--- config.mk ---
export PLATFORM = sky130hd
export DESIGN_NAME = mmio_axi_lite_master_flat
export DESIGN_NICKNAME = d
export VERILOG_FILES = /design/src/rtl/mmio_axi_lite_master_if.sv /design/src/rtl/mmio_axi_lite_master.sv /design/src/flat_wrapper.sv
export SDC_FILE = /design/constraint.sdc
export NUM_CORES = 1
export LEC_CHECK = 0
export BUFFER_PORTS_ARGS = -buffer_cell sky130_fd_sc_hd__buf_2
export CORE_AREA = 2 2 189 191
export DETAILED_ROUTE_END_ITERATION = 7
export DIE_AREA = 0 0 191 193
export PLACE_DENSITY_LB_ADDON = 0.12
export REMOVE_ABC_BUFFERS = 1
export SKIP_CTS_REPAIR_TIMING = 1
export SLEW_MARGIN = 0
export SYNTH_ARGS = -nofsm -noshare
export SYNTH_HDL_FRONTEND = slang
export SYNTH_SLANG_ARGS = --single-unit
--- constraint.sdc ---
create_clock -name clk -period 3.75 [get_ports clk]
set_input_delay 0.5625 -clock clk [delete_from_list [all_inputs] [get_ports clk]]
set_output_delay 0.5625 -clock clk [all_outputs]
set_load 0.02 [all_outputs]
--- src/rtl/mmio_axi_lite_master_if.sv ---
// AXI-lite bus bundle between the MMIO bridge (master) and a peripheral (slave).
interface mmio_axi_lite_master_if #(
    parameter int ADDR_WIDTH = 64,
    parameter int DATA_WIDTH = 64
);
    logic [ADDR_WIDTH-1:0]   awaddr;
    logic                    awvalid;
    logic                    awready;
    logic [DATA_WIDTH-1:0]   wdata;
    logic [DATA_WIDTH/8-1:0] wstrb;
    logic                    wvalid;
    logic                    wready;
    logic [1:0]              bresp;
    logic                    bvalid;
    logic                    bready;
    logic [ADDR_WIDTH-1:0]   araddr;
    logic                    arvalid;
    logic                    arready;
    logic [DATA_WIDTH-1:0]   rdata;
    logic [1:0]              rresp;
    logic                    rvalid;
    logic                    rready;

    modport master (
        output awaddr, awvalid, wdata, wstrb, wvalid, bready, araddr, arvalid, rready,
        input  awready, wready, bresp, bvalid, arready, rdata, rresp, rvalid
    );

    modport slave (
        input  awaddr, awvalid, wdata, wstrb, wvalid, bready, araddr, arvalid, rready,
        output awready, wready, bresp, bvalid, arready, rdata, rresp, rvalid
    );
endinterface

--- src/rtl/mmio_axi_lite_master.sv ---
// Single-outstanding CPU MMIO port to AXI-lite master bridge.
// Optional slave-response watchdog is built when MMIO_TIMEOUT_EN is defined.
module mmio_axi_lite_master #(
    parameter int ADDR_WIDTH     = 64,
    parameter int DATA_WIDTH     = 64,
    parameter int TIMEOUT_CYCLES = 1024
) (
    input  logic                    clk,
    input  logic                    rstn,
    input  logic                    req_valid,
    output logic                    req_ready,
    input  logic                    req_we,
    input  logic [ADDR_WIDTH-1:0]   req_addr,
    input  logic [DATA_WIDTH-1:0]   req_wdata,
    input  logic [DATA_WIDTH/8-1:0] req_wmask,
    output logic                    resp_valid,
    output logic [DATA_WIDTH-1:0]   resp_rdata,
    output logic                    resp_err,
    mmio_axi_lite_master_if.master  axi
);

    typedef enum logic [2:0] {
        IDLE,
        WRITE,
        WRESP,
        RADDR,
        RDATA,
        RESP
    } state_t;

    state_t state;
    state_t state_next;

    logic [ADDR_WIDTH-1:0]   awaddr_q;
    logic [ADDR_WIDTH-1:0]   araddr_q;
    logic [DATA_WIDTH-1:0]   wdata_q;
    logic [DATA_WIDTH/8-1:0] wstrb_q;
    logic                    awvalid_q;
    logic                    wvalid_q;
    logic                    arvalid_q;
    logic [DATA_WIDTH-1:0]   resp_rdata_q;
    logic                    resp_err_q;

    logic accept;
    logic aw_done;
    logic w_done;
    logic timeout_hit;

    assign accept  = (state == IDLE) && req_valid;
    // A channel counts as finished once its valid has dropped or is handshaking now.
    assign aw_done = !awvalid_q || axi.awready;
    assign w_done  = !wvalid_q  || axi.wready;

`ifdef MMIO_TIMEOUT_EN
    localparam int CNT_W = $clog2(TIMEOUT_CYCLES) + 1;

    logic [CNT_W-1:0] timeout_cnt;
    logic             busy;
    logic             resp_arrival;

    assign busy         = (state == WRITE) || (state == WRESP) ||
                          (state == RADDR) || (state == RDATA);
    // A genuine slave response in the limit cycle beats the forced error.
    assign resp_arrival = ((state == WRESP) && axi.bvalid) ||
                          ((state == RDATA) && axi.rvalid);
    assign timeout_hit  = busy && !resp_arrival &&
                          (timeout_cnt == CNT_W'(TIMEOUT_CYCLES - 1));

    always_ff @(posedge clk) begin
        if (!rstn) begin
            timeout_cnt <= '0;
        end else if (accept) begin
            timeout_cnt <= '0;
        end else if (busy) begin
            timeout_cnt <= timeout_cnt + 1'b1;
        end
    end
`else
    assign timeout_hit = 1'b0;
`endif

    always_ff @(posedge clk) begin
        if (!rstn) begin
            state <= IDLE;
        end else begin
            state <= state_next;
        end
    end

    always_comb begin
        state_next = state;
        case (state)
            IDLE:    if (accept) state_next = req_we ? WRITE : RADDR;
            WRITE:   if (aw_done && w_done) state_next = WRESP;
            WRESP:   if (axi.bvalid) state_next = RESP;
            RADDR:   if (axi.arready) state_next = RDATA;
            RDATA:   if (axi.rvalid) state_next = RESP;
            RESP:    state_next = IDLE;
            default: state_next = IDLE;
        endcase
        if (timeout_hit) begin
            state_next = RESP;
        end
    end

    always_comb begin
        req_ready  = (state == IDLE);
        resp_valid = (state == RESP);
        axi.bready = (state == WRESP);
        axi.rready = (state == RDATA);
    end

    always_ff @(posedge clk) begin
        if (!rstn) begin
            awaddr_q     <= '0;
            araddr_q     <= '0;
            wdata_q      <= '0;
            wstrb_q      <= '0;
            awvalid_q    <= 1'b0;
            wvalid_q     <= 1'b0;
            arvalid_q    <= 1'b0;
            resp_rdata_q <= '0;
            resp_err_q   <= 1'b0;
        end else begin
            case (state)
                IDLE: begin
                    if (accept) begin
                        if (req_we) begin
                            awaddr_q  <= req_addr;
                            wdata_q   <= req_wdata;
                            wstrb_q   <= req_wmask;
                            awvalid_q <= 1'b1;
                            wvalid_q  <= 1'b1;
                        end else begin
                            araddr_q  <= req_addr;
                            arvalid_q <= 1'b1;
                        end
                    end
                end
                WRITE: begin
                    if (awvalid_q && axi.awready) awvalid_q <= 1'b0;
                    if (wvalid_q && axi.wready)   wvalid_q  <= 1'b0;
                end
                WRESP: begin
                    if (axi.bvalid) begin
                        resp_rdata_q <= '0;
                        resp_err_q   <= (axi.bresp != 2'b00);
                    end
                end
                RADDR: begin
                    if (axi.arready) arvalid_q <= 1'b0;
                end
                RDATA: begin
                    if (axi.rvalid) begin
                        resp_rdata_q <= axi.rdata;
                        resp_err_q   <= (axi.rresp != 2'b00);
                    end
                end
                default: ;
            endcase
            if (timeout_hit) begin
                awvalid_q    <= 1'b0;
                wvalid_q     <= 1'b0;
                arvalid_q    <= 1'b0;
                resp_rdata_q <= '0;
                resp_err_q   <= 1'b1;
            end
        end
    end

    assign axi.awaddr  = awaddr_q;
    assign axi.awvalid = awvalid_q;
    assign axi.wdata   = wdata_q;
    assign axi.wstrb   = wstrb_q;
    assign axi.wvalid  = wvalid_q;
    assign axi.araddr  = araddr_q;
    assign axi.arvalid = arvalid_q;
    assign resp_rdata  = resp_rdata_q;
    assign resp_err    = resp_err_q;

endmodule

--- src/flat_wrapper.sv ---
// flat-port wrapper written by rule: the top's interface ports become plain ports
module mmio_axi_lite_master_flat 
#(
    parameter int ADDR_WIDTH     = 64,
    parameter int DATA_WIDTH     = 64,
    parameter int TIMEOUT_CYCLES = 1024
)
  (clk, rstn, req_valid, req_ready, req_we, req_addr, req_wdata, req_wmask, resp_valid, resp_rdata, resp_err, axi_awaddr, axi_awvalid, axi_wdata, axi_wstrb, axi_wvalid, axi_bready, axi_araddr, axi_arvalid, axi_rready, axi_awready, axi_wready, axi_bresp, axi_bvalid, axi_arready, axi_rdata, axi_rresp, axi_rvalid);
  mmio_axi_lite_master_if #(.ADDR_WIDTH(ADDR_WIDTH), .DATA_WIDTH(DATA_WIDTH)) axi_i ();
  input  logic clk;
  input  logic rstn;
  input  logic req_valid;
  output logic req_ready;
  input  logic req_we;
  input  logic [ADDR_WIDTH-1:0] req_addr;
  input  logic [DATA_WIDTH-1:0] req_wdata;
  input  logic [DATA_WIDTH/8-1:0] req_wmask;
  output logic resp_valid;
  output logic [DATA_WIDTH-1:0] resp_rdata;
  output logic resp_err;
  output wire logic [$bits(axi_i.awaddr)-1:0] axi_awaddr;
  output wire logic [$bits(axi_i.awvalid)-1:0] axi_awvalid;
  output wire logic [$bits(axi_i.wdata)-1:0] axi_wdata;
  output wire logic [$bits(axi_i.wstrb)-1:0] axi_wstrb;
  output wire logic [$bits(axi_i.wvalid)-1:0] axi_wvalid;
  output wire logic [$bits(axi_i.bready)-1:0] axi_bready;
  output wire logic [$bits(axi_i.araddr)-1:0] axi_araddr;
  output wire logic [$bits(axi_i.arvalid)-1:0] axi_arvalid;
  output wire logic [$bits(axi_i.rready)-1:0] axi_rready;
  input wire logic [$bits(axi_i.awready)-1:0] axi_awready;
  input wire logic [$bits(axi_i.wready)-1:0] axi_wready;
  input wire logic [$bits(axi_i.bresp)-1:0] axi_bresp;
  input wire logic [$bits(axi_i.bvalid)-1:0] axi_bvalid;
  input wire logic [$bits(axi_i.arready)-1:0] axi_arready;
  input wire logic [$bits(axi_i.rdata)-1:0] axi_rdata;
  input wire logic [$bits(axi_i.rresp)-1:0] axi_rresp;
  input wire logic [$bits(axi_i.rvalid)-1:0] axi_rvalid;
  assign axi_awaddr = axi_i.awaddr;
  assign axi_awvalid = axi_i.awvalid;
  assign axi_wdata = axi_i.wdata;
  assign axi_wstrb = axi_i.wstrb;
  assign axi_wvalid = axi_i.wvalid;
  assign axi_bready = axi_i.bready;
  assign axi_araddr = axi_i.araddr;
  assign axi_arvalid = axi_i.arvalid;
  assign axi_rready = axi_i.rready;
  assign axi_i.awready = axi_awready;
  assign axi_i.wready = axi_wready;
  assign axi_i.bresp = axi_bresp;
  assign axi_i.bvalid = axi_bvalid;
  assign axi_i.arready = axi_arready;
  assign axi_i.rdata = axi_rdata;
  assign axi_i.rresp = axi_rresp;
  assign axi_i.rvalid = axi_rvalid;
  mmio_axi_lite_master #(.ADDR_WIDTH(ADDR_WIDTH), .DATA_WIDTH(DATA_WIDTH), .TIMEOUT_CYCLES(TIMEOUT_CYCLES)) u_core (.clk(clk), .rstn(rstn), .req_valid(req_valid), .req_ready(req_ready), .req_we(req_we), .req_addr(req_addr), .req_wdata(req_wdata), .req_wmask(req_wmask), .resp_valid(resp_valid), .resp_rdata(resp_rdata), .resp_err(resp_err), .axi(axi_i));
endmodule
==> results_dict.tcl <==
set metrics [dict create \
    status "finished, final reports clean" \
    r2r_cells 5 \
    timing.rr.end "u_core.axi.awaddr[56]" \
    relSlewSlack_pct 42.5 \
    fp-row-count 69 \
    finalCritPeriodShare_pct 63.1 \
    vdd_drop_max_mv 0.363 \
    io_buffers 484 \
    fin_setup_tns_ns 0 \
    drtPass1Iterations 5 \
    slew_viol_final 0 \
    leakage_uw 0.00595 \
    area_growth_pct 40.5 \
    netlist.area_leader.share_pct 57.9 \
    fmax_ghz 0.423 \
    hold_violations 0 \
    chipWidth_um 191 \
    cp_max_fo 63 \
    finalCoreUtilization_pct 37.6 \
    grt_pass1_wl_um 49700 \
    tightest_slew_ns 0.862 \
    syn_area_sq_um 9360 \
    pin_count 485 \
    cts_tree "done" \
    worstHoldEndpoint "u_core.axi.wdata[32]" \
    initialDrtViolationCount 418 \
    finalCriticalPeriod_ns 2.37 \
    drive_gt1_share_pct 34.2 \
    arrival_ns 2.76 \
    start_util_pct 26.8 \
    seq_area_frac_synth_pct 57.9 \
    cap_violations 0 \
    hold_depth 3 \
    min_path_type "in -> reg" \
    rsz0062_at_grt "no" \
    synth_edf_count 0 \
    antenna_found_initial 6 \
    clock_latency_ns 0.55 \
    die_area_sq_um 36900 \
    drtAntennaViolNets 0 \
    clk_pin_slew_ns 0.06 \
    cts.htree.levels 1 \
    worst-endpoint-required_ns 4.15 \
    yosys.area.top_type "dfxtp_1" \
    p_total_uw 8310 \
    synthTopCellsByArea "dfxtp_1, nand2_1, a21oi_1, a22oi_1, nor2_1" \
    hp-start "req_wdata[32]" \
    nNetsFinal 1791 \
    wire_per_inst_um 16.4 \
    grt_usage_pct 17.0 \
    dp_hpwl_um 23300 \
    cts_made_buffers 30 \
    syn_area_per_cell_sq_um 8.20 \
    synth-main-ff-cell "dfxtp_1" \
    yosysUniqueCellTypes 34 \
    via_per_inst 4.50 \
    critPathLaunchType "register" \
    crit_type "reg -> reg" \
    overflow 0 \
    grt_pass1_vias 8601 \
    grt_max_degree 131 \
    yosys_warnings 0 \
    n_fill_cell 3765 \
    netlist_instances 1142 \
    endpoint_kind "register" \
    p_per_area_nw_per_um2 632 \
    ys_seq_elements 271 \
    setup_viol 0 \
    dieHeight_um 193 \
    coreArea_sq_um 35000 \
    drc 0 \
    wl_um 33900 \
    synthArstFlopShare_pct 0 \
    skew_ns 0.0118 \
    r2r_start "u_core.state[0]" \
    root_buffer "clkbuf_16" \
    reg2reg_slack_ns 1.38 \
    dr_total_vias 9302 \
    place_congestion 0.804 \
    cts_buffer_depth 3 \
    cts_num_sinks 271 \
]
[worst max-delay path by stage]
stage | from | endpoint | slack (ns) | cells past startpoint
floorplan | axi_rvalid | u_core.resp_rdata[0] | -2.47 | 4
global placement | u_core.state[0] | u_core.axi.awaddr[33] | 1.36 | 5
detailed placement | u_core.state[2] | u_core.axi.awaddr[56] | 1.32 | 5
CTS | u_core.state[0] | u_core.axi.awaddr[56] | 1.27 | 5
global route | u_core.state[2] | u_core.axi.awaddr[45] | 1.08 | 5
finish | u_core.state[0] | u_core.axi.awaddr[56] | 1.38 | 5
[stage by stage]
| stage | std cells | hold slack [ns] | worst slack [ns] | cell area, sq um |
|---|---|---|---|---|
| finish | 2067 | 0.243 | 1.38 | 13200 |
| global route | 2065 | 0.224 | 1.08 | 13200 |
| CTS | 2062 | 0.215 | 1.27 | 13100 |
| detailed placement | 2007 | 0.444 | 1.32 | 12100 |
| global placement | 2007 | 0.438 | 1.36 | 12100 |
| floorplan | 1052 | 0.535 | -2.47 | 8960 |
[layer usage]
metal  vias up  part of all wire, %  track usage, %
li1       4625                    -               -
met1      4274                   41            20.8
met2       352                   47            28.4
met3        47                  9.0            5.47
met4         4                  2.7            4.98
met5         -                0.080               0
[Yosys cell counts (all sizes together), types with 2 or more instances]
cell	number
a21oi	205
a22oi	64
and3b	3
buf	38
clkbuf	52
dfxtp	271
inv	3
nand2	407
nand2b	2
nand3	2
nor2	68
nor2b	3
nor3	3
o21ai	5
[critical path, cell delays in order (launching register included)]
cell and delay, ns:
dfxtp_1 0.42, nor3_2 0.40, nand3_4 0.70, buf_12 0.49, nand2_1 0.10, a21oi_1 0.06
[where the power goes]
part	switching (uW)	internal, uW
registers	179	3190
clock network	1200	1830
logic	1320	598
[cells in the final DEF, fill, tap and decap left out, drive strengths merged, types with 2 or more instances in the layout]
master,count
nand2,407
nor2b,3
diode,5
nor3,3
bufinv,3
inv,3
buf,494
nor2,68
nand3,2
dfxtp,271
and3b,3
a22oi,64
a21oi,205
clkbuf,45
clkinv,8
o21ai,5
nand2b,2
[sequential cells by signal, summed over array words and instances, names as in the netlist]
name,cells
u_core.resp_err,1
u_core.axi.arvalid,1
u_core.axi.araddr,64
u_core.axi.wdata,64
u_core.axi.wstrb,8
u_core.axi.awvalid,1
u_core.resp_rdata,64
u_core.axi.awaddr,64
u_core.state,3
u_core.axi.wvalid,1
[final cells by class]
class	count	area, sq um	share of cell area, %
diodes	5	12.5	0.0951
clock buffers	45	888	6.75
clock inverters	10	125	0.951
inverters	4	22.5	0.171
multi-input cells	777	3560	27.0
flip-flops and latches	271	5430	41.2
well taps	461	577	4.38
repair buffers	494	2550	19.4
[cells by family after synthesis]
family,share of synthesized area [%]
AOI/OAI and AO/OA,16.7
and+or+nand+nor,20.8
DFF,57.9
buffers and inverters,4.46
muxes,0.107
Note: power is estimated with default switching activity, not from simulation.
